`config.mk`:
```
export PLATFORM = sky130hd
export DESIGN_NAME = femto_sdram_bridge
export DESIGN_NICKNAME = d
export VERILOG_FILES = /design/src/rtl/femto_sdram_bridge.sv
export SDC_FILE = /design/constraint.sdc
export NUM_CORES = 1
export LEC_CHECK = 0
export BUFFER_PORTS_ARGS = -buffer_cell sky130_fd_sc_hd__buf_2
export CAP_MARGIN = 10
export CORE_MARGIN = 5
export CORE_UTILIZATION = 48
export DETAILED_ROUTE_END_ITERATION = 16
export GPL_TIMING_DRIVEN = 0
export PLACE_DENSITY = 0.86
export SYNTH_ARGS = -nofsm -noshare
export SYNTH_HDL_FRONTEND = slang
export SYNTH_SLANG_ARGS = --single-unit
```
`constraint.sdc`:
```
create_clock -name clk -period 3.55 [get_ports clk]
set_input_delay 0 -clock clk [delete_from_list [all_inputs] [get_ports clk]]
set_output_delay 0 -clock clk [all_outputs]
set_load 0.05 [all_outputs]
```
`src/rtl/femto_sdram_bridge.sv`:
```
`timescale 1ns/1ps
// femto_sdram_bridge
// Bridges the FemtoRV32 memory port to the sdram controller's valid/ready port.
// A selected CPU strobe latches the request and raises valid. Valid is held
// until the controller answers or the timeout expires. The bridge then waits
// for ready to fall before it accepts another request. Read data is captured
// for the CPU. Protocol violations and timeouts raise a sticky bus_err.
module femto_sdram_bridge #(
   parameter logic [3:0]  SDRAM_BASE     = 4'h4,  // mem_addr[31:28] value that selects SDRAM
   parameter int unsigned TIMEOUT_CYCLES = 1024   // cycles in REQ before abort, legal 2..65535
) (
   input  logic        clk,
   input  logic        reset,
   input  logic [31:0] mem_addr,
   input  logic [31:0] mem_wdata,
   input  logic [3:0]  mem_wmask,
   input  logic        mem_rstrb,
   output logic [31:0] mem_rdata,
   output logic        mem_rbusy,
   output logic        mem_wbusy,
   output logic [24:0] sdram_addr,
   output logic [31:0] sdram_din,
   output logic [3:0]  sdram_wmask,
   output logic        sdram_valid,
   input  logic [31:0] sdram_dout,
   input  logic        sdram_ready,
   output logic        bus_err
);

   typedef enum logic [1:0] {
      ST_IDLE    = 2'd0,  // waiting for a selected CPU strobe
      ST_REQ     = 2'd1,  // valid asserted toward the controller
      ST_RELEASE = 2'd2   // transfer done, waiting for ready to drop
   } state_t;

   localparam logic [15:0] TIMEOUT_LAST = 16'(TIMEOUT_CYCLES - 1);
   localparam logic [31:0] ABORT_RDATA  = 32'hDEAD_BEEF;

   state_t      state;
   logic        op_write;     // the in-flight transfer is a write
   logic [15:0] timeout_cnt;  // cycles spent in REQ, cleared on entry

   logic sel;
   logic strobe;

   // Address bits outside the decode window and the word offset are not used.
   logic unused_addr_bits;
   assign unused_addr_bits = ^{mem_addr[27:25], mem_addr[1:0]};

   assign sel    = (mem_addr[31:28] == SDRAM_BASE);
   assign strobe = sel & (mem_rstrb | (|mem_wmask));

   // NOTE: busy is a pure decode of state and op_write. No CPU input can
   // ripple through to the CPU's stall inputs in the same cycle. Reset drops
   // busy at once because both source registers clear asynchronously.
   assign mem_rbusy = (state != ST_IDLE) & ~op_write;
   assign mem_wbusy = (state != ST_IDLE) &  op_write;

   // Request FSM: accept, hold valid until ready or timeout, then wait for ready to release.
   always_ff @(posedge clk or posedge reset) begin
      if (reset) begin
         state       <= ST_IDLE;
         op_write    <= 1'b0;
         timeout_cnt <= 16'd0;
         mem_rdata   <= 32'd0;
         sdram_addr  <= 25'd0;
         sdram_din   <= 32'd0;
         sdram_wmask <= 4'd0;
         sdram_valid <= 1'b0;
         bus_err     <= 1'b0;
      end else begin
         // NOTE: every assignment here is non-blocking. All registers update
         // together from the values they held before the edge, so the order of
         // the statements below does not change the behaviour.
         case (state)
            ST_IDLE: begin
               if (strobe) begin
                  sdram_addr  <= {mem_addr[24:2], 2'b00};
                  sdram_din   <= mem_wdata;
                  // A read carries an all-zero mask already. A write mask wins when both strobes fire.
                  sdram_wmask <= mem_wmask;
                  op_write    <= |mem_wmask;
                  timeout_cnt <= 16'd0;
                  sdram_valid <= 1'b1;
                  state       <= ST_REQ;
               end
            end

            ST_REQ: begin
               if (strobe) begin
                  bus_err <= 1'b1;  // the CPU broke the one-outstanding-request rule
               end
               if (sdram_ready) begin
                  if (!op_write) begin
                     mem_rdata <= sdram_dout;
                  end
                  sdram_valid <= 1'b0;
                  state       <= ST_RELEASE;
               end else if (timeout_cnt == TIMEOUT_LAST) begin
                  bus_err <= 1'b1;
                  if (!op_write) begin
                     mem_rdata <= ABORT_RDATA;
                  end
                  sdram_valid <= 1'b0;
                  state       <= ST_RELEASE;
               end else begin
                  timeout_cnt <= timeout_cnt + 16'd1;
               end
            end

            ST_RELEASE: begin
               if (strobe) begin
                  bus_err <= 1'b1;
               end
               // A stretched ready must not complete the next request early.
               if (!sdram_ready) begin
                  state <= ST_IDLE;
               end
            end

            default: begin
               state       <= ST_IDLE;
               sdram_valid <= 1'b0;
            end
         endcase
      end
   end

endmodule

```
# After elaboration in Yosys (flattened, before gate mapping)
# Cells that the tools add are included.
# word_totals
register_bits	112
output_inout_bits	97
word_cells	57
# classes
n_addsub	1
eq_ne	9
muxes	21
bitwise_logic	6
n_reduce_logical	11
# ops
operator	count
$mux W32	4
$mux W16	3
$pmux W16 S2	1
$add A16 B1 Y16 const B	1
$eq A16 B10 Y1 const B	1
$reduce_and A3 Y1	3
$mux W2	4
$ne A2 B2 Y1 const B	4
$reduce_bool A2 Y1	4
$mux W1	6
$pmux W2 S3	1
$eq A4 B3 Y1 const B	1
$reduce_and A4 Y1	1
$reduce_or A4 Y1	1
$and A1 B1 Y1	3
$ne A3 B3 Y1 const B	1
$pmux W1 S3	1
$eq A2 B1 Y1 const B	1
$eq A2 B2 Y1 const B	1
$logic_not A2 Y1	1
$not A1 Y1	2
$pmux W1 S2	1
$reduce_and A2 Y1	1
$or A1 B1 Y1	1

# Longest topological paths before layout
# logic_depth
ltp_word	7
ltp_mapped	9
mapped_depth_nobuf	6

# Worst setup path before layout
# OpenSTA, ideal clock, no wires.
# synth_path
path_type	register to register
start	register timeout_cnt[0]
end	register timeout_cnt[11]
t_arrival_ns	2.137
required_time_ns	3.472
slack_ns	1.335
stages_incl_launch_ff	10
n_path_buf	3
synth_period_minus_slack_ns	2.215
path_cell_list	dfrtp_1 > ha_1 > and4_4 > clkbuf_2 > a41o_1 > buf_6 > and2_4 > buf_6 > or4_1 > a21oi_1
# synth_via
elab_chain_cells	4
word_cells_on_any_way	7
classes_between	add/sub: 1; eq/ne: 2; mux: 3; reduce/logical: 1
# synth_lines
element	line_no	rtl
from (decl)	41	logic [15:0] timeout_cnt;
from (signal assigned)	107	timeout_cnt <= timeout_cnt + 16'd1;
$add A16 B1 Y16	107	
$mux W16	99	end else if (timeout_cnt == TIMEOUT_LAST) begin
$mux W16	93	if (sdram_ready) begin
$pmux W16 S2	75	case (state)
# Several ways; a longest one is shown, not always the timed one. The select of a mux whose other input is x is not followed.
# A chain may end at the register's enable or synchronous reset.

# Worst setup path in the final report
# layout_path
start	register timeout_cnt[1]
end	register mem_rdata[6]
# layout_via
elab_chain_cells	3
# layout_lines
element	line_no	rtl
$eq A16 B10 Y1	99	
$reduce_bool A2 Y1 (no source line)	n/a	
$reduce_and A3 Y1 (no source line)	n/a	
to (signal assigned)	95	mem_rdata <= sdram_dout;
to (decl)	18	output logic [31:0] mem_rdata,
# Every way passes these cells.

==> results.toml <==
[sta]
tightest_slew_ps = 793.7
max_freq_mhz = 358.9
setup_viol = 0
fin_crit_sh = 0.7849
hold_viol_final = 0
report.final.slew_viol_count = 0
period_minus_slack_ps = 2787
post-route-worst-setup-slack_ps = 763.5
rsz0062_at_grt = "false"
skew_ps = 16.36
slew_headroom = 0.4639
setup-tns-final_ps = 0

[worst_setup_path]
cp-end-kind = "register"
critPathSlowestCell = "dfrtp_1"
worstPathMaxFanout = 10
cp-start-kind = "register"
crit_family = "buffers and inverters"
setup.worst_path.class = "register to register"
critPathMaxStageDelay_ps = 470
cp_cell_sequence = "ha_1 -> and4_4 -> clkbuf_2 -> a41oi_1 -> nor3b_2 -> buf_2 -> buf_4 -> nor2_1 -> a31oi_1"
worst-path-buf-inv = 3
crit_required_ps = 3840
crit_arrival_ps = 3070

[clocking]
ctsLongestPathBuffers = 2
clk_latency_ps = 380
root_buffer = "clkbuf_8"
cts_made_buffers = 9
h-tree-depth = 3
clkSinkCount = 112
clk_pin_slew_ps = 110
cts_tree = "yes"
post_cts_resize_count = 0

[yosys]
ys_seq_elements = 112
synth_area_um2 = 4851
ys_seq_area_frac = 0.5778
netlist.area_leader.share = 0.5778
syn_inst = 407
synth.avg_cell_area_um2 = 11.92
synthArstFlopShare = 1.000
ys_types = 50
yosysWarnings = 0
synth.top_cells.by_area = "dfrtp_1 58%, mux2_2 14%, a31oi_1 3.2%, nor2_1 2.3%, inv_1 2.2%"
synth_edf_count = 0
yosysTopAreaCell = "dfrtp_1"
synth_ff_type = "dfrtp_1"

[drt]
num_vias = 4910
routed_wl_um = 18610
drtIter0Drc = 516
first_pass_iters = 5
routedWlPerCell_um = 21.97
routed_via_density = 5.797
drc = 0
drtAntennaViolNets = 0

[floorplan]
core_area_um2 = 9819
initial_core_util = 0.4940
die_area_um2 = 12220
fp-row-count = 36
die_height_um = 110.5
die_w_um = 110.5
ios = 201

[placement]
pre_cts_ws_ps = 1101
hpwl_um = 9722
dp.cells = 735
place.gp.congestion = 0.8181
portBuffers = 192

[grt]
grt_max_degree = 57
grt_usage = 0.2878
first_global_vias = 5293
overflow = 0
antenna_found_initial = 3
grt_pass1_wl_um = 28050

[pwr]
intPower_mw = 3.280
switchingPower_mw = 3.620
power_frac_seq = 0.329
leakage_nw = 3.564
p_clk_frac = 0.137
power_density_nw_per_um2 = 955.5
power.share.switching = 0.5246
worst_ir_drop_vdd_mv = 0.9811
combPwrFrac = 0.534

[finish]
mostFrequentLayoutCells = "206 x buf_2, 112 x dfrtp_1, 92 x dlygate4sd3_1"
final_common_cell = "buf_2"
syn_to_final_growth_pct = 48.85
layout-drive-gt1-share = 0.4254
final_nets = 814
fin_cells = 847

[flow_run]
cap_violations = 0

[run_status]
outcome = "finished clean"

[min_path]
hp-class = "input port to register"
cells in the mapped netlist, drive strengths merged, types with 4 or more instances:
cell    count
dfrtp     112
mux2       62
nor2       30
inv        29
a31oi      25
nand2      23
buf        21
nand3      10
a21oi       8
o21ai       8
and2        7
clkbuf      7
o31ai       7
nand4       6
a22o        5
ha          5
or4         5
and4        4
worst paths after layout:
check	start	end	slack, ps	depth (start not counted)
min in group asynchronous	reset	sdram_din[21]	240	4
worst max-delay path	timeout_cnt[1]	mem_rdata[6]	760	9
worst min register to register	mem_rdata[8]	mem_rdata[8]	480	2
max in group asynchronous	reset	timeout_cnt[9]	3030	4
worst max register to register	timeout_cnt[1]	mem_rdata[6]	760	9
worst min-delay path	sdram_ready	mem_rdata[8]	60	3
timing repair:
action | CTS | global route
hold buffers | 92 | 0
hold endpoints to repair | 203 | 0
buffers inserted | 0 | 0
endpoints found under the setup margin | 0 | 0
tightest hold or removal path, delay by kind of cell:
kind / cells / cell delay [ps]
buf+inv: 1 / 210
simple gates: 2 / 190
routing by layer:
layer	vias to the layer above	wire, um	track usage
met4	0	1305	0.2003
met3	121	1252	0.04486
met2	384	9884	0.5259
met1	2375	6164	0.2988
li1	2030	-	-
met5	-	0	0
sequential cells by signal, indices dropped and copies added, names as in the netlist:
register,flops
sdram_addr,23
timeout_cnt,16
bus_err,1
state,2
mem_rdata,32
sdram_wmask,4
op_write,1
sdram_din,32
sdram_valid,1
logic make-up after synthesis:
logic type / share of synthesized area
xor gates and xnor gates: 0.001806
adders and majority gates: 0.01290
other: 0.0007731
buffers and inverters: 0.05494
AOI/OAI and AO/OA: 0.1014
muxes: 0.1439
DFF: 0.5778
and+or+nand+nor: 0.1065
area by class of cell:
class	instances	area, um2
flip-flops and latches	112	2803
fillers	571	2599
repair buffers	286	1937
multi-input cells	239	1785
well taps	133	166.4
plain buffers	28	157.7
clock inverters	7	126.4
clock buffers	9	123.9
inverters	29	111.4
diodes	4	10.01
power by group through the flow:
stage	clock (mW)	combinational, mW	sequential, mW
global route	0.979	3.79	2.32
finish	0.944	3.69	2.27
detailed placement	0	3.46	2.20
CTS	0.933	3.55	2.18
global placement	0	3.38	2.15
floorplan	0	0.779	3.98
through the flow:
| step | cell area, um2 | power (mW) | hold slack [ps] | util |
|---|---|---|---|---|
| 2_1_floorplan | 4855 | 4.762 | 132.3 | - |
| 3_3_place_gp | 5982 | 5.529 | 230.6 | 0.6092 |
| 3_5_place_dp | 6040 | 5.657 | 122.0 | 0.6151 |
| 4_1_cts | 7211 | 6.666 | 50.62 | 0.7343 |
| 5_1_grt | 7218 | 7.089 | 93.38 | 0.7351 |
| 6_report | 7221 | 6.899 | 57.39 | 0.7353 |
Power figures use the tool's default switching activity.
